$ cat src/rtl/adc_spi_rx_master.sv
// SPI master that clocks one CPOL-0 frame out of an LTC2313-style ADC and returns the captured word.
// Optional ADC_SPI_CS_EN adds an active-low chip select that frames the transfer and qualifies MISO sampling.
module adc_spi_rx_master #(
    parameter int unsigned DATA_WIDTH = 14,
    parameter int unsigned FRAME_BITS = 14,
    parameter int unsigned CLK_DIV    = 3,
    parameter int unsigned SETUP_CLK  = 4,
    parameter int unsigned HOLD_CLK   = 3
) (
    input  logic                  i_clk,
    input  logic                  i_fRST,
    input  logic                  i_spi_start,
    input  logic [DATA_WIDTH-1:0] i_spi_data,
    output logic [2:0]            o_spi_state,
    output logic [DATA_WIDTH-1:0] o_spi_data_rx,
    output logic                  o_spi_valid,
    output logic                  o_sck,
    output logic                  o_mosi,
`ifdef ADC_SPI_CS_EN
    output logic                  o_spi_cs_n,
`endif
    input  logic                  i_miso
);

    localparam int unsigned DIV_W    = (CLK_DIV > 1) ? $clog2(CLK_DIV) : 1;
    localparam int unsigned BIT_W    = (FRAME_BITS > 1) ? $clog2(FRAME_BITS) : 1;
    localparam int unsigned WAIT_MAX = (SETUP_CLK > HOLD_CLK) ? SETUP_CLK : HOLD_CLK;
    localparam int unsigned WAIT_W   = (WAIT_MAX > 1) ? $clog2(WAIT_MAX) : 1;

    typedef enum logic [2:0] {
        ST_IDLE  = 3'd0,
        ST_SETUP = 3'd1,
        ST_SHIFT = 3'd2,
        ST_HOLD  = 3'd3,
        ST_DONE  = 3'd4
    } state_e;

    state_e                  state_q, state_d;
    logic [DIV_W-1:0]        div_q, div_d;
    logic [BIT_W-1:0]        bit_q, bit_d;
    logic [WAIT_W-1:0]       wait_q, wait_d;
    logic                    sck_q, sck_d;
    logic                    mosi_q, mosi_d;
    logic                    valid_q, valid_d;
    logic                    armed_q, armed_d;
    logic [DATA_WIDTH-1:0]   tx_q, tx_d;
    logic [DATA_WIDTH-1:0]   rx_q, rx_d;
    logic [DATA_WIDTH-1:0]   data_rx_q, data_rx_d;
`ifdef ADC_SPI_CS_EN
    logic                    cs_n_q, cs_n_d;
`endif

    logic start_ok;
    logic half_end;
    logic sck_rise;
    logic sck_fall;
    logic last_bit;
    logic wait_end;
    logic sample_en;

    // Edge and terminal-count decode shared by the FSM and the datapath
    always_comb begin
        start_ok = armed_q && i_spi_start;
        half_end = (div_q == DIV_W'(CLK_DIV - 1));
        sck_rise = (state_q == ST_SHIFT) && half_end && !sck_q;
        sck_fall = (state_q == ST_SHIFT) && half_end && sck_q;
        last_bit = (bit_q == BIT_W'(FRAME_BITS - 1));
        wait_end = (wait_q == '0);
`ifdef ADC_SPI_CS_EN
        sample_en = sck_rise && (32'(bit_q) < DATA_WIDTH) && !cs_n_q;
`else
        sample_en = sck_rise && (32'(bit_q) < DATA_WIDTH);
`endif
    end

    always_ff @(posedge i_clk or negedge i_fRST) begin
        if (!i_fRST) begin
            state_q <= ST_IDLE;
        end else begin
            state_q <= state_d;
        end
    end

    always_comb begin
        state_d = state_q;
        case (state_q)
            ST_IDLE:  if (start_ok) state_d = ST_SETUP;
            ST_SETUP: if (wait_end) state_d = ST_SHIFT;
            ST_SHIFT: if (sck_fall && last_bit) state_d = ST_HOLD;
            ST_HOLD:  if (wait_end) state_d = ST_DONE;
            ST_DONE:  state_d = ST_IDLE;
            default:  state_d = ST_IDLE;
        endcase
    end

    // Datapath and registered outputs; everything visible is computed one cycle ahead
    always_comb begin
        div_d     = div_q;
        bit_d     = bit_q;
        wait_d    = wait_q;
        sck_d     = sck_q;
        tx_d      = tx_q;
        rx_d      = rx_q;
        data_rx_d = data_rx_q;
        valid_d   = 1'b0;
        mosi_d    = 1'b0;
        armed_d   = 1'b1;
`ifdef ADC_SPI_CS_EN
        cs_n_d    = 1'b1;
`endif
        case (state_q)
            ST_IDLE: begin
                if (start_ok) begin
                    tx_d   = i_spi_data;
                    rx_d   = '0;
                    wait_d = WAIT_W'(SETUP_CLK - 1);
                    div_d  = '0;
                    bit_d  = '0;
                    sck_d  = 1'b0;
                end
            end
            ST_SETUP: begin
                sck_d = 1'b0;
                div_d = '0;
                bit_d = '0;
                if (!wait_end) wait_d = wait_q - WAIT_W'(1);
            end
            ST_SHIFT: begin
                if (half_end) begin
                    div_d = '0;
                    sck_d = !sck_q;
                end else begin
                    div_d = div_q + DIV_W'(1);
                end
                if (sample_en) rx_d = (rx_q << 1) | DATA_WIDTH'(i_miso);
                // MOSI moves on the falling edge; zeros shift in once the word is exhausted
                if (sck_fall) begin
                    tx_d = tx_q << 1;
                    if (last_bit) begin
                        wait_d = WAIT_W'(HOLD_CLK - 1);
                    end else begin
                        bit_d = bit_q + BIT_W'(1);
                    end
                end
            end
            ST_HOLD: begin
                sck_d = 1'b0;
                if (!wait_end) wait_d = wait_q - WAIT_W'(1);
            end
            default: ;
        endcase

        mosi_d  = tx_d[DATA_WIDTH-1];
        valid_d = (state_d == ST_DONE);
        if (valid_d) data_rx_d = rx_q;
`ifdef ADC_SPI_CS_EN
        cs_n_d = !((state_d == ST_SETUP) || (state_d == ST_SHIFT) || (state_d == ST_HOLD));
`endif
    end

    always_ff @(posedge i_clk or negedge i_fRST) begin
        if (!i_fRST) begin
            div_q     <= '0;
            bit_q     <= '0;
            wait_q    <= '0;
            sck_q     <= 1'b0;
            mosi_q    <= 1'b0;
            valid_q   <= 1'b0;
            armed_q   <= 1'b0;
            tx_q      <= '0;
            rx_q      <= '0;
            data_rx_q <= '0;
`ifdef ADC_SPI_CS_EN
            cs_n_q    <= 1'b1;
`endif
        end else begin
            div_q     <= div_d;
            bit_q     <= bit_d;
            wait_q    <= wait_d;
            sck_q     <= sck_d;
            mosi_q    <= mosi_d;
            valid_q   <= valid_d;
            armed_q   <= armed_d;
            tx_q      <= tx_d;
            rx_q      <= rx_d;
            data_rx_q <= data_rx_d;
`ifdef ADC_SPI_CS_EN
            cs_n_q    <= cs_n_d;
`endif
        end
    end

    assign o_spi_state   = state_q;
    assign o_spi_data_rx = data_rx_q;
    assign o_spi_valid   = valid_q;
    assign o_sck         = sck_q;
    assign o_mosi        = mosi_q;
`ifdef ADC_SPI_CS_EN
    assign o_spi_cs_n    = cs_n_q;
`endif

endmodule

$ cat config.mk
export PLATFORM = sky130hd
export DESIGN_NAME = adc_spi_rx_master
export DESIGN_NICKNAME = d
export VERILOG_FILES = /design/src/rtl/adc_spi_rx_master.sv
export SDC_FILE = /design/constraint.sdc
export NUM_CORES = 1
export LEC_CHECK = 0
export ABC_AREA = 1
export BUFFER_PORTS_ARGS = -buffer_cell sky130_fd_sc_hd__buf_2
export CORE_ASPECT_RATIO = 1.25
export CORE_MARGIN = 1.5
export CORE_UTILIZATION = 55
export CTS_BUF_LIST = sky130_fd_sc_hd__clkbuf_4
export DETAILED_ROUTE_END_ITERATION = 6
export GPL_TIMING_DRIVEN = 0
export PLACE_DENSITY = 0.75
export SETUP_SLACK_MARGIN = 0.1
export SYNTH_ARGS = -nofsm -noshare
export SYNTH_HDL_FRONTEND = slang
export SYNTH_SLANG_ARGS = --single-unit
$ cat constraint.sdc
create_clock -name i_clk -period 2.04 [get_ports i_clk]
set_clock_uncertainty 0.1 [all_clocks]
set_input_delay 0.306 -clock i_clk [delete_from_list [all_inputs] [get_ports i_clk]]
set_output_delay 0.306 -clock i_clk [all_outputs]
set_load 0.1 [all_outputs]
==> flow_summary.ini <==
[outcome]
outcome = finished clean

[setup_path]
path_max_fanout = 7
cp-startpoint = o_spi_state[1]
slowest_delay_ns = 0.48
worst-endpoint-arrival_ns = 1.30
cp.required_ns = 1.63
critPathCaptureType = primary output
crit_chain = buf_2
critPathSlowestCell = dfrtp_2
critPathBufInv = 1
crit_family = flip-flops
r2r-start = o_spi_state[2]
cp-start-kind = flop
crit_type = reg -> out

[yosys]
yosys.cell_types.count = 26
avgSynthCellArea_um2 = 7.709
ys_top_cells_by_area = dfrtp_1 52%, nand2_1 23%, nand3_1 5.2%
syn_inst = 347
yosysTopAreaCellShare = 0.5239
ys_seq_area_frac = 0.5239
ys_async_sr_fraction = 1.000
synth_warnings = 0
synth_edf_count = 0
synth_top_area_cell = dfrtp_1
synth_fp_nets = 368
synthFlopType = dfrtp_1
syn-cell-area_mm2 = 0.002675
synth-seq-cells = 56

[sta]
whs_ns = 0.07341
clock.fmax_mhz = 585.0
finalSetupTns_ns = 0
min_period_ns = 1.709
setup_violations = 0
post-route-period-util = 0.8379
tightest_slew_ns = 0.7042
hold_violations = 0
rsz0062_at_grt = no
relSlewSlack = 0.5305
maxSlewViolCount = 0

[floorplan]
coreArea_mm2 = 0.004695
rows = 28
pin_count = 38
dieArea_mm2 = 0.005293
die_w_um = 65.38
die_h_um = 80.97
start_util = 0.5698

[power]
p_int_mw = 1.301
p_seq_frac = 0.675
combPwrFrac = 0.036
irDropWorstVdd_mv = 0.4375
powerDensity_mw_per_mm2 = 554.2
swShare = 0.2197
clkPwrFrac = 0.289
netSwitchingPower_mw = 0.3664
power_leakage_nw = 1.771

[worst_hold_path]
worstHoldPathType = in -> reg
hp-start = i_spi_data[0]

[finish]
layout-drive-gt1-share = 0.1883
syn_to_final_growth_pct = 12.49
nets = 413
mostFrequentLayoutCell = nand2_1
layout_common_cells = 163 x nand2_1, 52 x dfrtp_1, 42 x buf_2, 29 x inv_1, 28 x nand3_1
antenna_cells = 0

[global_route]
antenna_found_initial = 0
grt_pass1_wl_um = 8894
grt_pass1_vias = 2030
grt_max_degree = 57
grt_use_total = 0.2180
grt-ovfl-total = 0

[drt]
ant_nets = 0
first_pass_iters = 4
wirelength_um = 5293
wl_per_cell_um = 11.68
drc = 0
vias_per_cell = 4.912
drt_iter0_drc = 123
vias = 2225

[clock_tree]
cts_buffers = 5
path_clk_slew_ns = 0.15
cts_max_level = 2
clkLatencyLatePin_ns = 0.36
cts_resized = 0
cts.sinks = 56
clockBufferDepth = 2
cts_tree = built
root_buffer = clkbuf_4

[place]
io_buffers = 37
routabilityCongestion = 0.8590
dp_hpwl_um = 3698

[job]
cap_violations = 0
==> stage by stage <==
stage / std cells / setup slack, ns / cell area [µm²] / power (mW) / utilization
after global placement: 444 / 0.4361 / 2940 / 1.205 / 0.6263
final: 453 / 0.3306 / 3009 / 1.668 / 0.6410
after detailed placement: 444 / 0.4087 / 2940 / 1.206 / 0.6263
after global routing: 453 / 0.2712 / 3009 / 1.743 / 0.6410
after floorplan: 347 / 0.2714 / 2680 / 1.164 / -
after CTS: 452 / 0.3179 / 2997 / 1.691 / 0.6383
==> cells by family after synthesis <==
logic type               share of synthesized area
AND/OR/NAND/NOR                             0.3269
flip-flops                                  0.5239
buffers and inverters                      0.08138
AO/OA/AOI/OAI                              0.04864
adder cells (fa/ha/maj)                    0.01403
multiplexers                              0.003742
other                                     0.001402
==> state kept, by name, summed over array words and instances, names as in the netlist <==
register,cells
armed_q,1
bit_q,4
tx_q,14
rx_q,14
o_spi_valid,1
o_spi_state,3
o_spi_data_rx,14
o_sck,1
wait_q,2
div_q,2
==> worst min-delay path: stages <==
cell	delay [ns]
buf_2	0.10
nand4_1	0.07
nand2_1	0.05
==> power by group through the flow <==
stage / Combinational, mW / Sequential [mW] / Clock [mW]
after detailed placement: 0.0600 / 1.15 / 0
after CTS: 0.0601 / 1.13 / 0.506
after global placement: 0.0593 / 1.15 / 0
after floorplan: 0.0185 / 1.15 / 0
final: 0.0605 / 1.13 / 0.482
after global routing: 0.0708 / 1.13 / 0.545
==> final timing paths <==
| kind | end | slack, ns | cells past startpoint |
|---|---|---|---|
| setup / recovery | o_spi_state[1] | 0.33 | 1 |
| hold / removal | tx_q[0] | 0.07 | 3 |
| setup reg to reg | tx_q[12] | 0.40 | 7 |
| hold reg to reg | o_spi_data_rx[13] | 0.38 | 2 |
| max in group asynchronous | o_spi_state[2] | 0.93 | 2 |
| min in group asynchronous | wait_q[0] | 0.41 | 2 |
==> synth_stat cells (3+ instances only) <==
master / number
inv_1: 29
nand2_1: 163
nor2_1: 21
buf_2: 6
o21ai_1: 5
ha_1: 3
o21ai_2: 6
inv_2: 5
buf_6: 3
o21ai_0: 5
dfrtp_1: 56
nand3_1: 28
==> cell type report <==
cell class / instances / area (µm²)
fill: 440 / 1685
sequential: 56 / 1406
multi-input combinational: 243 / 1056
timing repair buffer: 38 / 197.7
inverter: 35 / 131.4
buffer: 13 / 86.33
tap: 60 / 75.07
clock buffer: 7 / 52.55
clock inverter: 1 / 3.754
==> per-layer routing <==
metal,vias to the layer above,part of all wire,GRT usage
met1,1041,0.46,0.2770
met3,2,0.029,0.04571
met2,32,0.50,0.3796
li1,1150,-,-
met5,-,0,0
met4,0,0.0047,0.05625
==> timing repair <==
item / 4_1_cts / 5_1_grt
hold endpoints to repair: 0 / 56
hold buffers: 0 / 1
setup buffers: 0 / 0
No activity file was read; power rests on OpenSTA's default activity.
